--- config.mk ---
export PLATFORM = sky130hd
export DESIGN_NAME = dc_bank_scheduler
export DESIGN_NICKNAME = d
export VERILOG_FILES = /design/src/rtl/dc_bank_scheduler.sv
export SDC_FILE = /design/constraint.sdc
export NUM_CORES = 1
export LEC_CHECK = 0
export ABC_AREA = 1
export BUFFER_PORTS_ARGS = -buffer_cell sky130_fd_sc_hd__buf_4
export CAP_MARGIN = 20
export CORE_UTILIZATION = 44
export CTS_CLUSTER_SIZE = 14
export DETAILED_ROUTE_END_ITERATION = 16
export PLACE_DENSITY = 0.79
export SYNTH_ARGS = -nofsm -noshare
export SYNTH_HDL_FRONTEND = slang
export SYNTH_SLANG_ARGS = --single-unit
--- constraint.sdc ---
create_clock -name clk -period 2.39 [get_ports clk]
set_input_delay 0.1195 -clock clk [delete_from_list [all_inputs] [get_ports clk]]
set_output_delay 0.1195 -clock clk [all_outputs]
set_load 0.005 [all_outputs]
--- src/rtl/dc_bank_scheduler.sv ---
// dc_bank_scheduler: single-issue arbiter in front of the 8-bank L1 data array.
// Fill, load and store-data requesters compete for one registered bank request
// port. The scheduler enforces a per-bank recovery time, caps outstanding reads
// and passes read acks back to the load port.
//
// Handshake: a transfer happens on valid & !retry. A requester's retry is high
// in every cycle it is not granted, including while it is idle and during reset.
module dc_bank_scheduler #(
   parameter int DATA_W   = 36,
   parameter int IDX_W    = 5,
   parameter int BUSY_CYC = 2,
   parameter int RD_MAX   = 4
) (
   input  logic              clk,
   input  logic              reset,
   input  logic              fill_req_valid,
   output logic              fill_req_retry,
   input  logic [2:0]        fill_req_bank,
   input  logic [2:0]        fill_req_way,
   input  logic [IDX_W-1:0]  fill_req_index,
   input  logic [DATA_W-1:0] fill_req_data,
   input  logic              ld_req_valid,
   output logic              ld_req_retry,
   input  logic [2:0]        ld_req_bank,
   input  logic [2:0]        ld_req_way,
   input  logic [IDX_W-1:0]  ld_req_index,
   input  logic              st_req_valid,
   output logic              st_req_retry,
   input  logic [2:0]        st_req_bank,
   input  logic [2:0]        st_req_way,
   input  logic [IDX_W-1:0]  st_req_index,
   input  logic [DATA_W-1:0] st_req_data,
   output logic              bk_req_valid,
   input  logic              bk_req_retry,
   output logic              bk_write,
   output logic [2:0]        bk_bank_sel,
   output logic [2:0]        bk_way,
   output logic [IDX_W-1:0]  bk_index,
   output logic [DATA_W-1:0] bk_data,
   input  logic              bk_ack_valid,
   input  logic [DATA_W-1:0] bk_ack_data,
   output logic              bk_ack_retry,
   output logic              ld_ack_valid,
   output logic [DATA_W-1:0] ld_ack_data,
   input  logic              ld_ack_retry,
   output logic              err_ack_underflow
);

   localparam int BW = (BUSY_CYC > 0) ? $clog2(BUSY_CYC + 1) : 1;
   localparam int CW = $clog2(RD_MAX + 1);

   logic [BW-1:0]     busy_cnt [8];
   logic [CW-1:0]     rd_cnt;
   logic              rr_last;   // 0 = load granted last, 1 = store granted last

   logic              issue_free;
   logic              fill_elig, ld_elig, st_elig;
   logic              gnt_fill, gnt_ld, gnt_st, gnt_any;
   logic [2:0]        gnt_bank;
   logic [2:0]        gnt_way;
   logic [IDX_W-1:0]  gnt_index;
   logic [DATA_W-1:0] gnt_data;
   logic              ack_xfer;

   // Issue register can take a new request when empty or when it is draining this cycle.
   assign issue_free = !bk_req_valid || !bk_req_retry;

   assign fill_elig = fill_req_valid && (busy_cnt[fill_req_bank] == '0);
   assign ld_elig   = ld_req_valid && (busy_cnt[ld_req_bank] == '0) && (rd_cnt < CW'(RD_MAX));
   assign st_elig   = st_req_valid && (busy_cnt[st_req_bank] == '0);

   // Pick at most one winner: fill first, then load/store round-robin.
   always_comb begin
      gnt_fill = 1'b0;
      gnt_ld   = 1'b0;
      gnt_st   = 1'b0;
      if (!reset && issue_free) begin
         if (fill_elig) begin
            gnt_fill = 1'b1;
         end else if (ld_elig && st_elig) begin
            if (rr_last) gnt_ld = 1'b1;
            else         gnt_st = 1'b1;
         end else if (ld_elig) begin
            gnt_ld = 1'b1;
         end else if (st_elig) begin
            gnt_st = 1'b1;
         end
      end
   end

   assign gnt_any = gnt_fill || gnt_ld || gnt_st;

   // Mux the winning request's fields; reads carry zero data.
   always_comb begin
      gnt_bank  = '0;
      gnt_way   = '0;
      gnt_index = '0;
      gnt_data  = '0;
      if (gnt_fill) begin
         gnt_bank  = fill_req_bank;
         gnt_way   = fill_req_way;
         gnt_index = fill_req_index;
         gnt_data  = fill_req_data;
      end else if (gnt_ld) begin
         gnt_bank  = ld_req_bank;
         gnt_way   = ld_req_way;
         gnt_index = ld_req_index;
      end else if (gnt_st) begin
         gnt_bank  = st_req_bank;
         gnt_way   = st_req_way;
         gnt_index = st_req_index;
         gnt_data  = st_req_data;
      end
   end

   assign fill_req_retry = !gnt_fill;
   assign ld_req_retry   = !gnt_ld;
   assign st_req_retry   = !gnt_st;

   assign ld_ack_valid = bk_ack_valid && !reset;
   assign ld_ack_data  = bk_ack_data;
   assign bk_ack_retry = ld_ack_retry;
   assign ack_xfer     = ld_ack_valid && !ld_ack_retry;

   // Issue register: load on grant, drop valid once accepted, hold while stalled.
   always_ff @(posedge clk) begin
      if (reset) begin
         bk_req_valid <= 1'b0;
         bk_write     <= 1'b0;
         bk_bank_sel  <= '0;
         bk_way       <= '0;
         bk_index     <= '0;
         bk_data      <= '0;
      end else if (gnt_any) begin
         bk_req_valid <= 1'b1;
         bk_write     <= !gnt_ld;
         bk_bank_sel  <= gnt_bank;
         bk_way       <= gnt_way;
         bk_index     <= gnt_index;
         bk_data      <= gnt_data;
      end else if (issue_free) begin
         bk_req_valid <= 1'b0;
      end
   end

   // Per-bank recovery counters: reload on grant, otherwise count down to zero.
   always_ff @(posedge clk) begin
      for (int b = 0; b < 8; b++) begin
         if (reset) begin
            busy_cnt[b] <= '0;
         end else if (gnt_any && (gnt_bank == 3'(b))) begin
            busy_cnt[b] <= BW'(BUSY_CYC);
         end else if (busy_cnt[b] != '0) begin
            busy_cnt[b] <= busy_cnt[b] - 1'b1;
         end
      end
   end

   // Round-robin pointer moves only on load or store grants.
   always_ff @(posedge clk) begin
      if (reset)       rr_last <= 1'b1;
      else if (gnt_ld) rr_last <= 1'b0;
      else if (gnt_st) rr_last <= 1'b1;
   end

   // Outstanding-read counter and sticky underflow flag.
   always_ff @(posedge clk) begin
      if (reset) begin
         rd_cnt            <= '0;
         err_ack_underflow <= 1'b0;
      end else begin
         if (ack_xfer && (rd_cnt == '0)) err_ack_underflow <= 1'b1;
         if (gnt_ld && !ack_xfer) begin
            rd_cnt <= rd_cnt + 1'b1;
         end else if (!gnt_ld && ack_xfer && (rd_cnt != '0)) begin
            rd_cnt <= rd_cnt - 1'b1;
         end
      end
   end

endmodule

* Word level (Yosys, flattened, before mapping)
Memory sizes are Yosys's and may differ from the RTL's.
Cells that the tools add are included.
** Storage, ports and cells
- Memories kept :: 1
- Output and inout port bits :: 91
- Flip-flop bits (word level) :: 54
- Logic and storage cells :: 197
- Memory bits (writable) :: 16
- Input port bits :: 149
** Cells by class
- Add/sub/neg operators :: 10
- Bitwise operators :: 16
- Muxes and demuxes :: 105
- Reductions and logical operators :: 48
- Order comparisons :: 1
- Equality and inequality tests :: 7
** Memories
- busy_cnt :: depth 8, width 2, read ports 11, clocked after memory_dff 0, wr ports 8, line 52 : logic [BW-1:0] busy_cnt [8];
** Operators by type and width (number)
- 36-bit 2-to-1 mux :: 3
- 1-bit 2-to-1 mux :: 75
- 2-bit 2-to-1 mux :: 16
- 3-bit 2-to-1 mux :: 8
- 2-bit nonzero test :: 11
- 1-bit logical AND :: 20
- 1-bit bitwise OR :: 16
- 2-bit by 1-bit subtractor with 2-bit output (second input constant) :: 8
- 5-bit 2-to-1 mux :: 3
- 3-bit == test (second input constant) :: 4
- 1-bit logical NOT :: 8
- 3-bit by 2-bit == test with 1-bit output (second input constant) :: 2
- 2-bit logical NOT :: 3
- 3-bit logical NOT :: 2
- 3-bit by 1-bit adder with 3-bit output (second input constant) :: 1
- 3-bit by 1-bit == test with 1-bit output (second input constant) :: 1
- 1-bit logical OR :: 3
- 3-bit < comparator (second input constant) :: 1
- 3-bit nonzero test :: 1
- 3-bit by 1-bit subtractor with 3-bit output (second input constant) :: 1

* Depth between registers and ports, before layout
An unclocked memory read counts as a cell.
- Word-level depth :: 18
- Gate-level depth with buffers :: 17

* Worst setup path after synthesis
No wires, ideal clock.
- Kind :: reg2reg
- From :: mem busy_cnt[0][0] in the netlist's numbering
- To :: reg rd_cnt[2]
- Setup time :: 0.115 ns
- Buffers on the path :: 0
- Slack :: 0.330 ns
- Cell stages (with the launch flop) :: 16
- Arrival :: 1.946 ns
- Path through :: edfxtp_1 nor2_1 nand2_1 nand3_1 nand2_1 nand2_1 nand4_1 nor2_2 nand2_2 inv_1 nand2_1 fa_1 nand2_1 nand2_1 a21oi_1 nor2_1
** RTL lines
- from (decl) :: line 52
- to (signal assigned) :: line 174 : rd_cnt <= rd_cnt + 1'b1;
- to (signal assigned) :: line 176 : rd_cnt <= rd_cnt - 1'b1;
- to (decl) :: line 53 : logic [CW-1:0] rd_cnt;

==> flow_metrics.env <==
export IMPL_hold_depth=3
export IMPL_yosysWarnings=0
export IMPL_final_util_pct=62.74
export IMPL_netlist_top_cells_area="dfxtp_1, nand2_1, edfxtp_1"
export IMPL_grt_pass1_wl_um=17880
export IMPL_ys_seq_area_share_pct=40.12
export IMPL_drt_iter0_markers=164
export IMPL_timing_final_crit_period_ns=2.247
export IMPL_rsz0062_at_grt="yes"
export IMPL_place_congestion=1.007
export IMPL_cpMaxStageDelayCell="edfxtp_1"
export IMPL_fin_ws_ns=0.1427
export IMPL_hold_start="fill_req_way[0]"
export IMPL_leakage_nw=2.427
export IMPL_grt_overflow_total=0
export IMPL_cts_root_buffer="clkbuf_8"
export IMPL_die_y_um=96.06
export IMPL_wl_per_cell_um=14.80
export IMPL_power_total_w=0.004364
export IMPL_final_cell_mix="nand2_1, buf_4, dfxtp_1, nand3_1, a31oi_1"
export IMPL_finalHoldViolations=0
export IMPL_post_place_ws_ns=0.1413
export IMPL_syn_area_per_cell_um2=7.276
export IMPL_worstPathRequired_ns=2.63
export IMPL_syn2layout_area_growth_pct=35.10
export IMPL_syn_cell_area_um2=3892
export IMPL_period_share_pct=94.03
export IMPL_topRoutingLayerUsed="met4"
export IMPL_vias=3973
export IMPL_grt_usage_pct=25.41
export IMPL_slew_limit_headroom_pct=55.39
export IMPL_path_clk_slew_ns=0.08
export IMPL_synth_top_area_share_pct=27.77
export IMPL_worstSetupPathType="reg -> reg"
export IMPL_antenna_found_initial=0
export IMPL_nets=822
export IMPL_timing_rr_start="busy_cnt[5][0]$_SDFFCE_PN0P_"
export IMPL_crit_path_frequent_cell="nand2_1"
export IMPL_drive_gt1_share_pct=34.83
export IMPL_dp_hpwl_um=8495
export IMPL_numClockSinks=70
export IMPL_grt_max_degree=57
export IMPL_core_area_um2=8382
export IMPL_fp_dieW_um=96.06
export IMPL_io_pin_count=240
export IMPL_route_met3_wl_um=1064
export IMPL_worst_slew_pin_slew_ns=0.6685
export IMPL_path_cells="inv_1 > nand3_1 > nand2_1 > nand2_1 > nand3_1 > nand4_1 > nor2_4 > nand2_2 > inv_1 > nand2_1 > fa_2 > nand2_1 > nand2_1 > a21oi_1 > nor2_1"
export IMPL_drt_first_pass_iters=4
export IMPL_wl_met1_um=4646
export IMPL_ant_nets=0
export IMPL_outcome="finished clean"
export IMPL_vias_per_cell=5.133
export IMPL_cts_tree="yes"
export IMPL_path_max_fanout=5
export IMPL_arrival_ns=2.49
export IMPL_clock_skew_ns=0.01407
export IMPL_clock_fmax_mhz=445.0
export IMPL_cts_buffer_depth=2
export IMPL_clkLatencyLatePin_ns=0.35
export IMPL_core_rowCount=33
export IMPL_pwr_density_cell_nw_per_um2=829.9
export IMPL_r2r_slack_ns=0.14
export IMPL_hold_end="bk_way[0]$_SDFFE_PP0P_"
export IMPL_initial_core_util_pct=46.44
export IMPL_syn_nets=693
export IMPL_routed_wl_um=11460
export IMPL_synth_seq_cells=70
export IMPL_ys_types=32
export IMPL_first_global_vias=3795
export IMPL_slowest_delay_ns=0.43
export IMPL_drv_cap=0
export IMPL_setup_violations=0
export IMPL_maxSlewViolCount=0
export IMPL_reg2reg_to="rd_cnt[2]$_SDFFE_PP0P_"
export IMPL_cp_end_kind="register"
export IMPL_cts_max_level=3
export IMPL_synth_top_area_cell="dfxtp_1"
export IMPL_portBuffers=167
export IMPL_rr_worst_depth=15
export IMPL_syn_instance_count=535
export IMPL_antenna_cells=0
export IMPL_peakVddDrop_mv=0.3823
export IMPL_wl_met2_um=5599
export IMPL_die_area_um2=9227
export IMPL_drcViolationCount=0
export IMPL_start_kind="register"
export IMPL_hp_class="in -> reg"
export IMPL_cts_made_buffers=9
metrics by stage:
step                cell area (um2)  setup TNS (ns)  cells  hold WS, ns
floorplan                      3892               0    535       0.2859
global placement               4966               0    753       0.2390
detailed placement             4966               0    753       0.2390
CTS                            5195               0    770      0.01587
global route                   5259        -0.04595    774      0.02432
finish                         5259               0    774      0.02998
worst max-delay path, delay by kind of cell (launching register included):
family	cells	cell delay, ns
compound gates	1	0.13
simple gates	11	1.05
flops	1	0.43
buf+inv	2	0.19
fa+ha+maj	1	0.36
kinds of logic (layout without fill, tap and decap cells):
| kind of cell | Yosys count | after routing | synth area share [%] |
|---|---|---|---|
| adders and majority gates | 9 | 9 | 3.086 |
| and+or+nand+nor | 271 | 271 | 30.34 |
| buffers and inverters | 99 | 233 | 14.01 |
| AOI/OAI and AO/OA | 86 | 86 | 12.44 |
| DFF | 70 | 70 | 40.12 |
cells in the mapped netlist:
library cell / n
nand4_1: 1
nor2_4: 2
fa_1: 1
nand3b_1: 2
buf_2: 6
inv_2: 7
ha_1: 8
edfxtp_1: 16
or2_2: 13
inv_6: 1
clkbuf_1: 13
nand3_1: 41
nand4_2: 2
dfxtp_1: 54
and3_1: 1
nand2_2: 3
o21ai_0: 14
a21oi_1: 31
o21ai_1: 2
buf_4: 39
a31oi_1: 36
nor3_1: 4
o31ai_1: 1
nand2_4: 1
nand3_2: 2
nor2_1: 25
nor2_2: 1
buf_6: 2
o211ai_1: 1
a21oi_2: 1
inv_1: 31
nand2_1: 173
registers in the layout (all words and copies together), names as in the netlist:
name               count
bk_req_valid           1
bk_way                 3
bk_index               5
err_ack_underflow      1
rd_cnt                 3
rr_last                1
bk_data               36
bk_bank_sel            3
busy_cnt              16
bk_write               1
how the worst max path moves through the flow:
| stage | end | cells past startpoint | slack [ns] | startpoint |
|---|---|---|---|---|
| floorplan | rd_cnt[2]$_SDFFE_PP0P_ | 15 | 0.33 | busy_cnt[0][0]$_SDFFCE_PN0P_ |
| global placement | rd_cnt[2]$_SDFFE_PP0P_ | 15 | 0.22 | busy_cnt[3][0]$_SDFFCE_PN0P_ |
| detailed placement | rd_cnt[2]$_SDFFE_PP0P_ | 15 | 0.14 | busy_cnt[0][0]$_SDFFCE_PN0P_ |
| CTS | rd_cnt[2]$_SDFFE_PP0P_ | 15 | 0.11 | busy_cnt[0][0]$_SDFFCE_PN0P_ |
| global route | rd_cnt[2]$_SDFFE_PP0P_ | 16 | -0.04 | busy_cnt[5][0]$_SDFFCE_PN0P_ |
| finish | rd_cnt[2]$_SDFFE_PP0P_ | 15 | 0.14 | busy_cnt[5][0]$_SDFFCE_PN0P_ |
area by class of cell:
cell class              instances  area (um2)
clock inverters                 4       52.55
well taps                     105       131.4
fillers                       769        3123
clock buffers                  12       166.4
repair buffers                178        1380
inverters                      39       151.4
flip-flops and latches         70        1562
multi-input cells             366        1815
report_power, final:
group          internal, W  total, W  switching, W
sequential         0.00152   0.00169      0.000169
clock             0.000577   0.00104      0.000467
combinational     0.000783   0.00163      0.000851
total              0.00288   0.00436       0.00149
timing repair:
item | in CTS | in global routing
endpoints found under the hold margin | 3 | 0
hold buffers | 1 | 0
buffers inserted | 0 | 4
endpoints found under the setup margin | 0 | 33
resized for setup | 0 | 10
layer usage:
layer  GRT usage [%]  vias to the layer above
li1                -                     1980
met1           30.23                     1823
met2           42.26                      152
met3           10.58                       18
met4           6.343                        0
met5               0                        -
Power figures use the tool's default switching activity.
